### config.mk
export PLATFORM = sky130hd
export DESIGN_NAME = pipe_stage_reg
export DESIGN_NICKNAME = d
export VERILOG_FILES = /design/src/rtl/pipe_stage_reg.sv
export SDC_FILE = /design/constraint.sdc
export NUM_CORES = 1
export LEC_CHECK = 0
export ABC_AREA = 1
export CORE_UTILIZATION = 43
export CTS_CLUSTER_DIAMETER = 40
export DETAILED_ROUTE_END_ITERATION = 7
export PLACE_DENSITY = 0.88
export SLEW_MARGIN = 30
export SYNTH_ARGS = -nofsm -noshare
export SYNTH_HDL_FRONTEND = slang
export SYNTH_SLANG_ARGS = --single-unit
### constraint.sdc
create_clock -name clk -period 1.7 [get_ports clk]
set_input_delay 0.51 -clock clk [delete_from_list [all_inputs] [get_ports clk]]
set_output_delay 0.51 -clock clk [all_outputs]
set_load 0.005 [all_outputs]
### src/rtl/pipe_stage_reg.sv
// Parametrised valid/ready pipeline stage register with flush and stall counter.
// Define PIPE_SKID_EN for a two-entry skid stage with registered in_ready.
module pipe_stage_reg #(
  parameter int DATA_W     = 64,
  parameter int CTRL_W     = 16,
  parameter int CLEAR_DATA = 0,
  parameter int CNT_W      = 16
) (
  input  logic              clk,
  input  logic              rstn,
  input  logic              flush,
  input  logic              in_valid,
  output logic              in_ready,
  input  logic [DATA_W-1:0] in_data,
  input  logic [CTRL_W-1:0] in_ctrl,
  output logic              out_valid,
  input  logic              out_ready,
  output logic [DATA_W-1:0] out_data,
  output logic [CTRL_W-1:0] out_ctrl,
  output logic [CNT_W-1:0]  stall_cnt,
  input  logic              stall_cnt_clr
);

  localparam bit ClrData = (CLEAR_DATA != 0);

  logic              accept;
  logic              consume;

  logic              main_v_q;
  logic              main_v_d;
  logic [DATA_W-1:0] main_data_q;
  logic [DATA_W-1:0] main_data_d;
  logic [CTRL_W-1:0] main_ctrl_q;
  logic [CTRL_W-1:0] main_ctrl_d;

  logic [CNT_W-1:0]  cnt_q;
  logic [CNT_W-1:0]  cnt_d;

  assign out_valid = main_v_q;
  assign out_data  = main_data_q;
  assign out_ctrl  = main_ctrl_q;
  assign stall_cnt = cnt_q;

  assign consume = main_v_q & out_ready;
  assign accept  = in_valid & in_ready;

`ifdef PIPE_SKID_EN

  logic              skid_v_q;
  logic              skid_v_d;
  logic [DATA_W-1:0] skid_data_q;
  logic [DATA_W-1:0] skid_data_d;
  logic [CTRL_W-1:0] skid_ctrl_q;
  logic [CTRL_W-1:0] skid_ctrl_d;

  // ready comes straight from a flop: no combinational path from out_ready
  assign in_ready = ~skid_v_q;

  always_comb begin
    main_v_d    = main_v_q;
    main_data_d = main_data_q;
    main_ctrl_d = main_ctrl_q;
    skid_v_d    = skid_v_q;
    skid_data_d = skid_data_q;
    skid_ctrl_d = skid_ctrl_q;
    if (flush) begin
      main_v_d    = 1'b0;
      main_ctrl_d = '0;
      skid_v_d    = 1'b0;
      skid_ctrl_d = '0;
      if (ClrData) begin
        main_data_d = '0;
        skid_data_d = '0;
      end
    end else if (skid_v_q) begin
      if (consume) begin
        main_v_d    = 1'b1;
        main_data_d = skid_data_q;
        main_ctrl_d = skid_ctrl_q;
        skid_v_d    = 1'b0;
        skid_ctrl_d = '0;
      end
    end else if (accept) begin
      if (!main_v_q || consume) begin
        main_v_d    = 1'b1;
        main_data_d = in_data;
        main_ctrl_d = in_ctrl;
      end else begin
        skid_v_d    = 1'b1;
        skid_data_d = in_data;
        skid_ctrl_d = in_ctrl;
      end
    end else if (consume) begin
      main_v_d    = 1'b0;
      main_ctrl_d = '0;
    end
  end

  always_ff @(posedge clk or negedge rstn) begin
    if (!rstn) begin
      skid_v_q    <= 1'b0;
      skid_data_q <= '0;
      skid_ctrl_q <= '0;
    end else begin
      skid_v_q    <= skid_v_d;
      skid_data_q <= skid_data_d;
      skid_ctrl_q <= skid_ctrl_d;
    end
  end

`else

  assign in_ready = ~main_v_q | out_ready;

  always_comb begin
    main_v_d    = main_v_q;
    main_data_d = main_data_q;
    main_ctrl_d = main_ctrl_q;
    if (flush) begin
      main_v_d    = 1'b0;
      main_ctrl_d = '0;
      if (ClrData) begin
        main_data_d = '0;
      end
    end else if (accept) begin
      main_v_d    = 1'b1;
      main_data_d = in_data;
      main_ctrl_d = in_ctrl;
    end else if (consume) begin
      main_v_d    = 1'b0;
      main_ctrl_d = '0;
    end
  end

`endif

  always_comb begin
    cnt_d = cnt_q;
    if (stall_cnt_clr) begin
      cnt_d = '0;
    end else if (main_v_q && !out_ready && !(&cnt_q)) begin
      cnt_d = cnt_q + CNT_W'(1);
    end
  end

  always_ff @(posedge clk or negedge rstn) begin
    if (!rstn) begin
      main_v_q    <= 1'b0;
      main_data_q <= '0;
      main_ctrl_q <= '0;
      cnt_q       <= '0;
    end else begin
      main_v_q    <= main_v_d;
      main_data_q <= main_data_d;
      main_ctrl_q <= main_ctrl_d;
      cnt_q       <= cnt_d;
    end
  end

endmodule

==> metrics, run 1 <==
vias per cell 4.78; Num Clock Sinks 97; initial antenna violation count 0; Hold Crit Class primary input to async pin; worst slew pin tran ~0.40 ns; FF-to-FF path depth 11; Die Height roughly 100 um; antenna cells 0; 1st-pass router iterations 5; vias in the first global route ~4,000; area growth from synthesis to layout 59.2%; standby leakage power approximately 3.7 nW; Tcrit/Tclk final 0.980; RSZ-0062 raised after global routing no; DRT iter0 DRCs around 240; YS warnings 0; WS Path Type register to primary output; final setup vio count 0; top-area cell type share of the netlist area 0.566; first-pass GRT wire length ~19 mm; dpl cell area 6400 um^2; Max IR drop VDD 0.499 mV; Seq. cell area about 2400 um^2; Post-synth EDFFs 0; crit-path cells buf_6 > dlygate4sd2_1; Nets 821; Initial Util 0.441; RePlAce Congestion about 0.9; io pins about 180; die area about 10,000 um^2; Post-Route WL roughly 12 mm; crit path time final about 1.7 ns; R2R setup slack 0.09 ns; Required @ worst endpoint 1.19 ns; FILL cells roughly 780; Syn Std Cell Area 4290 um^2; top cells by instance count after synthesis nand2_1 (126), dfrtp_1 (97), inv_1 (96); Crit path largest cell delay 0.41 ns; htree depth 3; WL/cell about 14 um; Max Fclk 600 MHz; startpoint types register; TritonCTS clock tree built; Rows 36; Synth Flop Type dfrtp_1; pwr/cell area ~800 nW/um^2; asr flop ratio synth 1.00; crit path capture type primary output; syn nets between 500 and 600; Final ANT Viol Nets 0; DP Wirelength 8.61 mm; final setup margin between 0.03 and 0.04 ns; crit path DAT 1.16 ns; most frequent cell after synthesis nand2_1; worst r2r dst stall_cnt[6]$_DFFE_PN0P_; die width approximately 100 um; Total GRT Usage 0.238; clock slew at reported path FFs around 0.09 ns; clock root buffer clkbuf_8; Clock Path Buffers 2; share of layout cells above drive strength 1 0.125; CORE AREA roughly 10000 um^2; largest net degree at the start of global routing between 50 and 60; total negative setup slack 0 ns; Post-Synthesis Cells around 500; Finished Cell Area between 6000 and 7000 um^2; CP bufs+invs 2; critical path fanouts, max 3; sequential fraction of the synthesis area 0.566; final hold violations 0; CTS buffer count 9; Max Cap Viol 0; synth top area cells dfrtp_1 (57%), nand2_1 (11%), inv_1 (8.4%); cell taking the most area after synthesis dfrtp_1; RR Startpoint stall_cnt[1]$_DFFE_PN0P_; post-place setup slack -0.414 ns; Worst-Skew Late Latency between 0.3 and 0.4 ns; status finished, final reports clean; Top delay family on crit path flip-flops; Util after Layout 0.702; unique cell type count in the Yosys netlist 24; syn avg cell area between 8 and 9 um^2; hold_ws slightly below 0.06 ns; Via Count 4,159; remaining global-route overflow 0; max-slew violation count 0; area of the multi-input gates approximately 1400 um^2; Slew HR 0.731; # port buffers 183; final routed DRC violation total 0; Seq cells post-synth just under 100; slowest cell on the critical path dfrtp_1; Clock Skews roughly 0.0082 ns
cell usage in the layout (no fill, tap or decap):
cell type        netlist  routed
clkinv_1               1       1
bufinv_16              0       3
dlymetal6s2s_1         0       1
dlygate4sd2_1          0      97
o21ai_0               62      62
inv_1                 96      96
nor2_2                 0       2
nand2_1              126     124
clkbuf_8               0      10
clkbuf_1              10       1
a21oi_1                4       4
buf_12                 0       7
xor2_1                 4       4
buf_6                  7       2
dfrtp_2                0       4
clkdlybuf4s50_1        0      83
ha_4                   0       1
nor2_8                 2       2
nor3_1                 1       1
nand3_4                1       1
nand3_1               33      33
clkbuf_2               0       1
o21ai_2                1       1
dfrtp_1               97      93
o21ai_1               19      19
nand4_1                9       9
or2_1                  1       1
nand2_2                1       3
nand3b_1               1       1
nor2_1                17      15
buf_4                  2      51
nor2_4                 3       4
sequential cells by signal (all words and copies together) (netlist names):
name	flops
out_data	64
out_ctrl	16
stall_cnt	16
out_valid	1
worst max-delay path by stage:
stage | from | to | slack [ns] | cells after the start
after global routing | stall_cnt[1]$_DFFE_PN0P_ | stall_cnt[1] | 0.0006 | 2
after detailed placement | out_ready | in_ready | -0.41 | 3
after floorplan | stall_cnt[0]$_DFFE_PN0P_ | stall_cnt[13]$_DFFE_PN0P_ | 0.16 | 9
final | stall_cnt[1]$_DFFE_PN0P_ | stall_cnt[1] | 0.03 | 2
after global placement | out_ready | in_ready | -0.40 | 3
after CTS | out_ready | in_ready | -0.13 | 3
cell type report:
cell class                      count  share of cell area
Sequential cell                    97               0.356
Timing Repair Buffer              242               0.329
Multi-Input combinational cell    287               0.204
Inverter                           97              0.0533
Tap cell                          133              0.0244
Clock buffer                       11              0.0207
Clock inverter                      3              0.0132
logic make-up after synthesis:
family                     after synthesis  share of synthesized area
adders and majority gates                1                    0.00292
buffers and inverters                  118                      0.118
DFF                                     97                      0.566
xor gates and xnor gates                 4                    0.00817
AOI/OAI and AO/OA                       86                      0.101
and+or+nand+nor                        195                      0.204
routing by layer:
layer	track usage	share of wire	vias to the layer above
met5	0	0	-
met4	0.116	0.028	0
met3	0.0581	0.064	31
met2	0.422	0.52	183
met1	0.270	0.39	1934
li1	-	-	2011
report_power, final:
| group | internal, mW | switching [mW] | total, mW |
|---|---|---|---|
| clock network | 1.00 | 0.759 | 1.76 |
| registers | 2.56 | 0.138 | 2.69 |
| logic | 0.654 | 0.479 | 1.13 |
repair_timing:
action / 4_1_cts / 5_1_grt
hold buffers: 0 / 0
setup buffers: 36 / 1
cloned: 0 / 1
hold endpoints to repair: 0 / 0
gates resized for setup: 103 / 10
pin swaps: 1 / 5
endpoints found under the setup margin: 98 / 78
metrics by stage:
step | cells | total power [mW]
2_1_floorplan | 501 | 3.06
5_1_grt | 870 | 5.86
6_report | 870 | 5.59
3_3_place_gp | 818 | 3.90
4_1_cts | 868 | 5.63
3_5_place_dp | 818 | 3.96
Note: power is estimated with default switching activity, not from simulation.
==> run 2: changes to the inputs <==
--- a/config.mk
+++ b/config.mk
@@ -9,8 +9,9 @@
 export CORE_UTILIZATION = 43
 export CTS_CLUSTER_DIAMETER = 40
 export DETAILED_ROUTE_END_ITERATION = 7
-export PLACE_DENSITY = 0.88
+export PLACE_DENSITY = 0.82
 export SLEW_MARGIN = 30
 export SYNTH_ARGS = -nofsm -noshare
 export SYNTH_HDL_FRONTEND = slang
 export SYNTH_SLANG_ARGS = --single-unit
+export TNS_END_PERCENT = 10
==> constraint.sdc (replaced) <==
create_clock -name clk -period 1.7 [get_ports clk]
set_input_delay 0.425 -clock clk [delete_from_list [all_inputs] [get_ports clk]]
set_output_delay 0.425 -clock clk [all_outputs]
set_load 0.005 [all_outputs]
==> metrics, run 2 (same netlist as run 1, synthesis figures left out) <==
standby leakage power 3.88 nW (+4.2%); antenna cells 0 (unchanged); Via Count 4,020 (-3.3%); vias in the first global route 3,956 (-3.4%); TritonCTS clock tree built; pwr/cell area 813 nW/um^2 (-0.67%); share of layout cells above drive strength 1 0.0817 (-0.0431); CORE AREA 9730 um^2 (unchanged); final routed DRC violation total 0 (unchanged); area growth from synthesis to layout 58.3%; Max IR drop VDD 0.460 mV (-7.8%); Initial Util 0.441 (unchanged); Die Height 102 um (unchanged); Total GRT Usage 0.227 (-0.0114); Util after Layout 0.698 (-0.00399); htree depth 3 (unchanged); Rows 36 (unchanged); Nets 792 (-3.5%); # port buffers 183 (unchanged); Required @ worst endpoint 1.27 ns (+0.08 ns); slowest cell on the critical path clkdlybuf4s50_1; max FFs per register 64 (unchanged); crit path capture type primary output; worst slew pin tran 0.398 ns (-0.00490 ns); final hold violations 0 (unchanged); vias per cell 4.77 (-0.25%); Final Total Pwr 5.52 mW (-1.2%); FILL cells 793 (+1.1%); max-slew violation count 0 (unchanged); RePlAce Congestion 0.877 (about the same); area of the multi-input gates 1370 um^2 (-1.4%); crit path DAT 1.23 ns (+0.07 ns); die area 10,400 um^2 (unchanged); net switching power 1.34 mW (-2.8%); most common cell after layout, fill and taps aside nand2_1; Post-Route WL 11.4 mm (-6.4%); status finished, final reports clean; Hold Crit Endpoint out_data[12]$_DFFE_PN0P_; Top delay family on crit path buffers and inverters; crit path time final 1.66 ns (-0.00721 ns); Hold Path Origin out_data[12]$_DFFE_PN0P_; io pins 184 (unchanged); final setup vio count 0 (unchanged); Crit path largest cell delay 0.52 ns (+0.11 ns); DRT iter0 DRCs 107 (-56%); Worst-Skew Late Latency 0.36 ns (about the same); largest net degree at the start of global routing 62 (+22%); Hold Crit Class register to register; DP Wirelength 8.50 mm (-1.3%); initial antenna violation count 0 (unchanged); clock root buffer clkbuf_8; Tcrit/Tclk final 0.975 (-0.00424); RSZ-0062 raised after global routing no; post-place setup slack -0.240 ns (+0.174 ns); most frequent cells in the layout nand2_1 (126), clkdlybuf4s50_1 (120), inv_1 (96), dfrtp_1 (93), o21ai_0 (62); Num Clock Sinks 97 (unchanged); Max Fclk 603 MHz (+0.44%); first-pass GRT wire length 18.0 mm (-5.2%); final setup margin 0.0419 ns (+0.00721 ns); Finished Cell Area 6790 um^2 (-0.57%); Sequential Power Share 0.488 (+0.006); Slew HR 0.734 (+0.00327); RR Startpoint stall_cnt[10]$_DFFE_PN0P_; dpl cell area 6420 um^2 (+0.43%); switch share 0.242 (-0.00402); clock slew at reported path FFs 0.08 ns (about the same); die width 102 um (unchanged); Clock power frac 0.300 (-0.015); hold depth 2; FF-to-FF path depth 9 (-2); Seq. cell area 2430 um^2 (unchanged); WL/cell 13.6 um (-3.4%); startpoint types register; CTS buffer count 9 (unchanged); CP bufs+invs 1 (-1); 1st-pass router iterations 4 (-1); total negative setup slack 0 ns (unchanged); worst r2r dst stall_cnt[8]$_DFFE_PN0P_; Final ANT Viol Nets 0 (unchanged); crit-path cells clkdlybuf4s50_1; Max Cap Viol 0 (unchanged); Clock Skews 0.00747 ns (-0.000739 ns); R2R setup slack 0.10 ns (about the same); remaining global-route overflow 0 (unchanged); Comb pwr share 0.212 (+0.009); Clock Path Buffers 2 (unchanged); WS Path Type register to primary output; critical path fanouts, max 2 (-1); Cell Int Power 4.18 mW (-0.70%)
[run 2: cell types whose count changed in the layout (fill, tap and decap cells not counted), moves of 2 or more]
| cell | previous run | this run |
|---|---|---|
| nand2_1 | 124 | 126 |
| buf_4 | 51 | 20 |
| dlymetal6s2s_1 | 1 | 40 |
| nand2_2 | 3 | 1 |
| nor2_2 | 2 | 0 |
| clkbuf_1 | 1 | 3 |
| dlygate4sd2_1 | 97 | 21 |
| nor2_1 | 15 | 17 |
| clkdlybuf4s50_1 | 83 | 120 |
[run 2: final cells by class]
class,count,area share
repair buffers,213,0.329
flip-flops and latches,97,0.358
multi-input cells,287,0.202
inverters,97,0.0536
clock inverters,2,0.00885
clock buffers,14,0.0240
well taps,133,0.0245
[run 2: worst max-delay path by stage]
stage / startpoint / endpoint / slack, ns / cells after the start
after floorplan: stall_cnt[0]$_DFFE_PN0P_ / stall_cnt[13]$_DFFE_PN0P_ / 0.16 / 9
after global placement: out_ready / in_ready / -0.24 / 3
after detailed placement: out_ready / in_ready / -0.24 / 3
after CTS: stall_cnt[13]$_DFFE_PN0P_ / stall_cnt[13] / -0.05 / 1
after global routing: out_data[42]$_DFFE_PN0P_ / out_data[42] / 0.001 / 1
final: out_data[51]$_DFFE_PN0P_ / out_data[51] / 0.04 / 1
[run 2: metal layers]
metal | part of all wire | global-route usage | vias up
li1 | - | - | 1946
met1 | 0.39 | 0.272 | 1877
met2 | 0.51 | 0.381 | 162
met3 | 0.071 | 0.0465 | 35
met4 | 0.031 | 0.132 | 0
met5 | 0 | 0 | -
[run 2: metrics by stage]
stage | hold WS (ns) | std cells
after floorplan | 0.129 | 501
after global placement | 0.374 | 820
after detailed placement | 0.378 | 820
after CTS | 0.494 | 838
after global routing | 0.503 | 843
final | 0.483 | 843
[run 2: repair_timing]
item	in CTS	in global routing
buffers inserted	1	4
hold endpoints to repair	24	0
cloned	0	1
pin swaps	1	3
endpoints found under the setup margin	23	56
gates resized for setup	29	42
hold buffers	1	0
[run 2: power groups by stage]
stage | Clock (mW) | Sequential [mW] | Combinational (mW)
2_1_floorplan | 0 | 2.75 | 0.307
5_1_grt | 1.78 | 2.73 | 1.29
3_3_place_gp | 0 | 2.74 | 1.17
3_5_place_dp | 0 | 2.74 | 1.21
4_1_cts | 1.70 | 2.70 | 1.20
6_report | 1.66 | 2.70 | 1.17
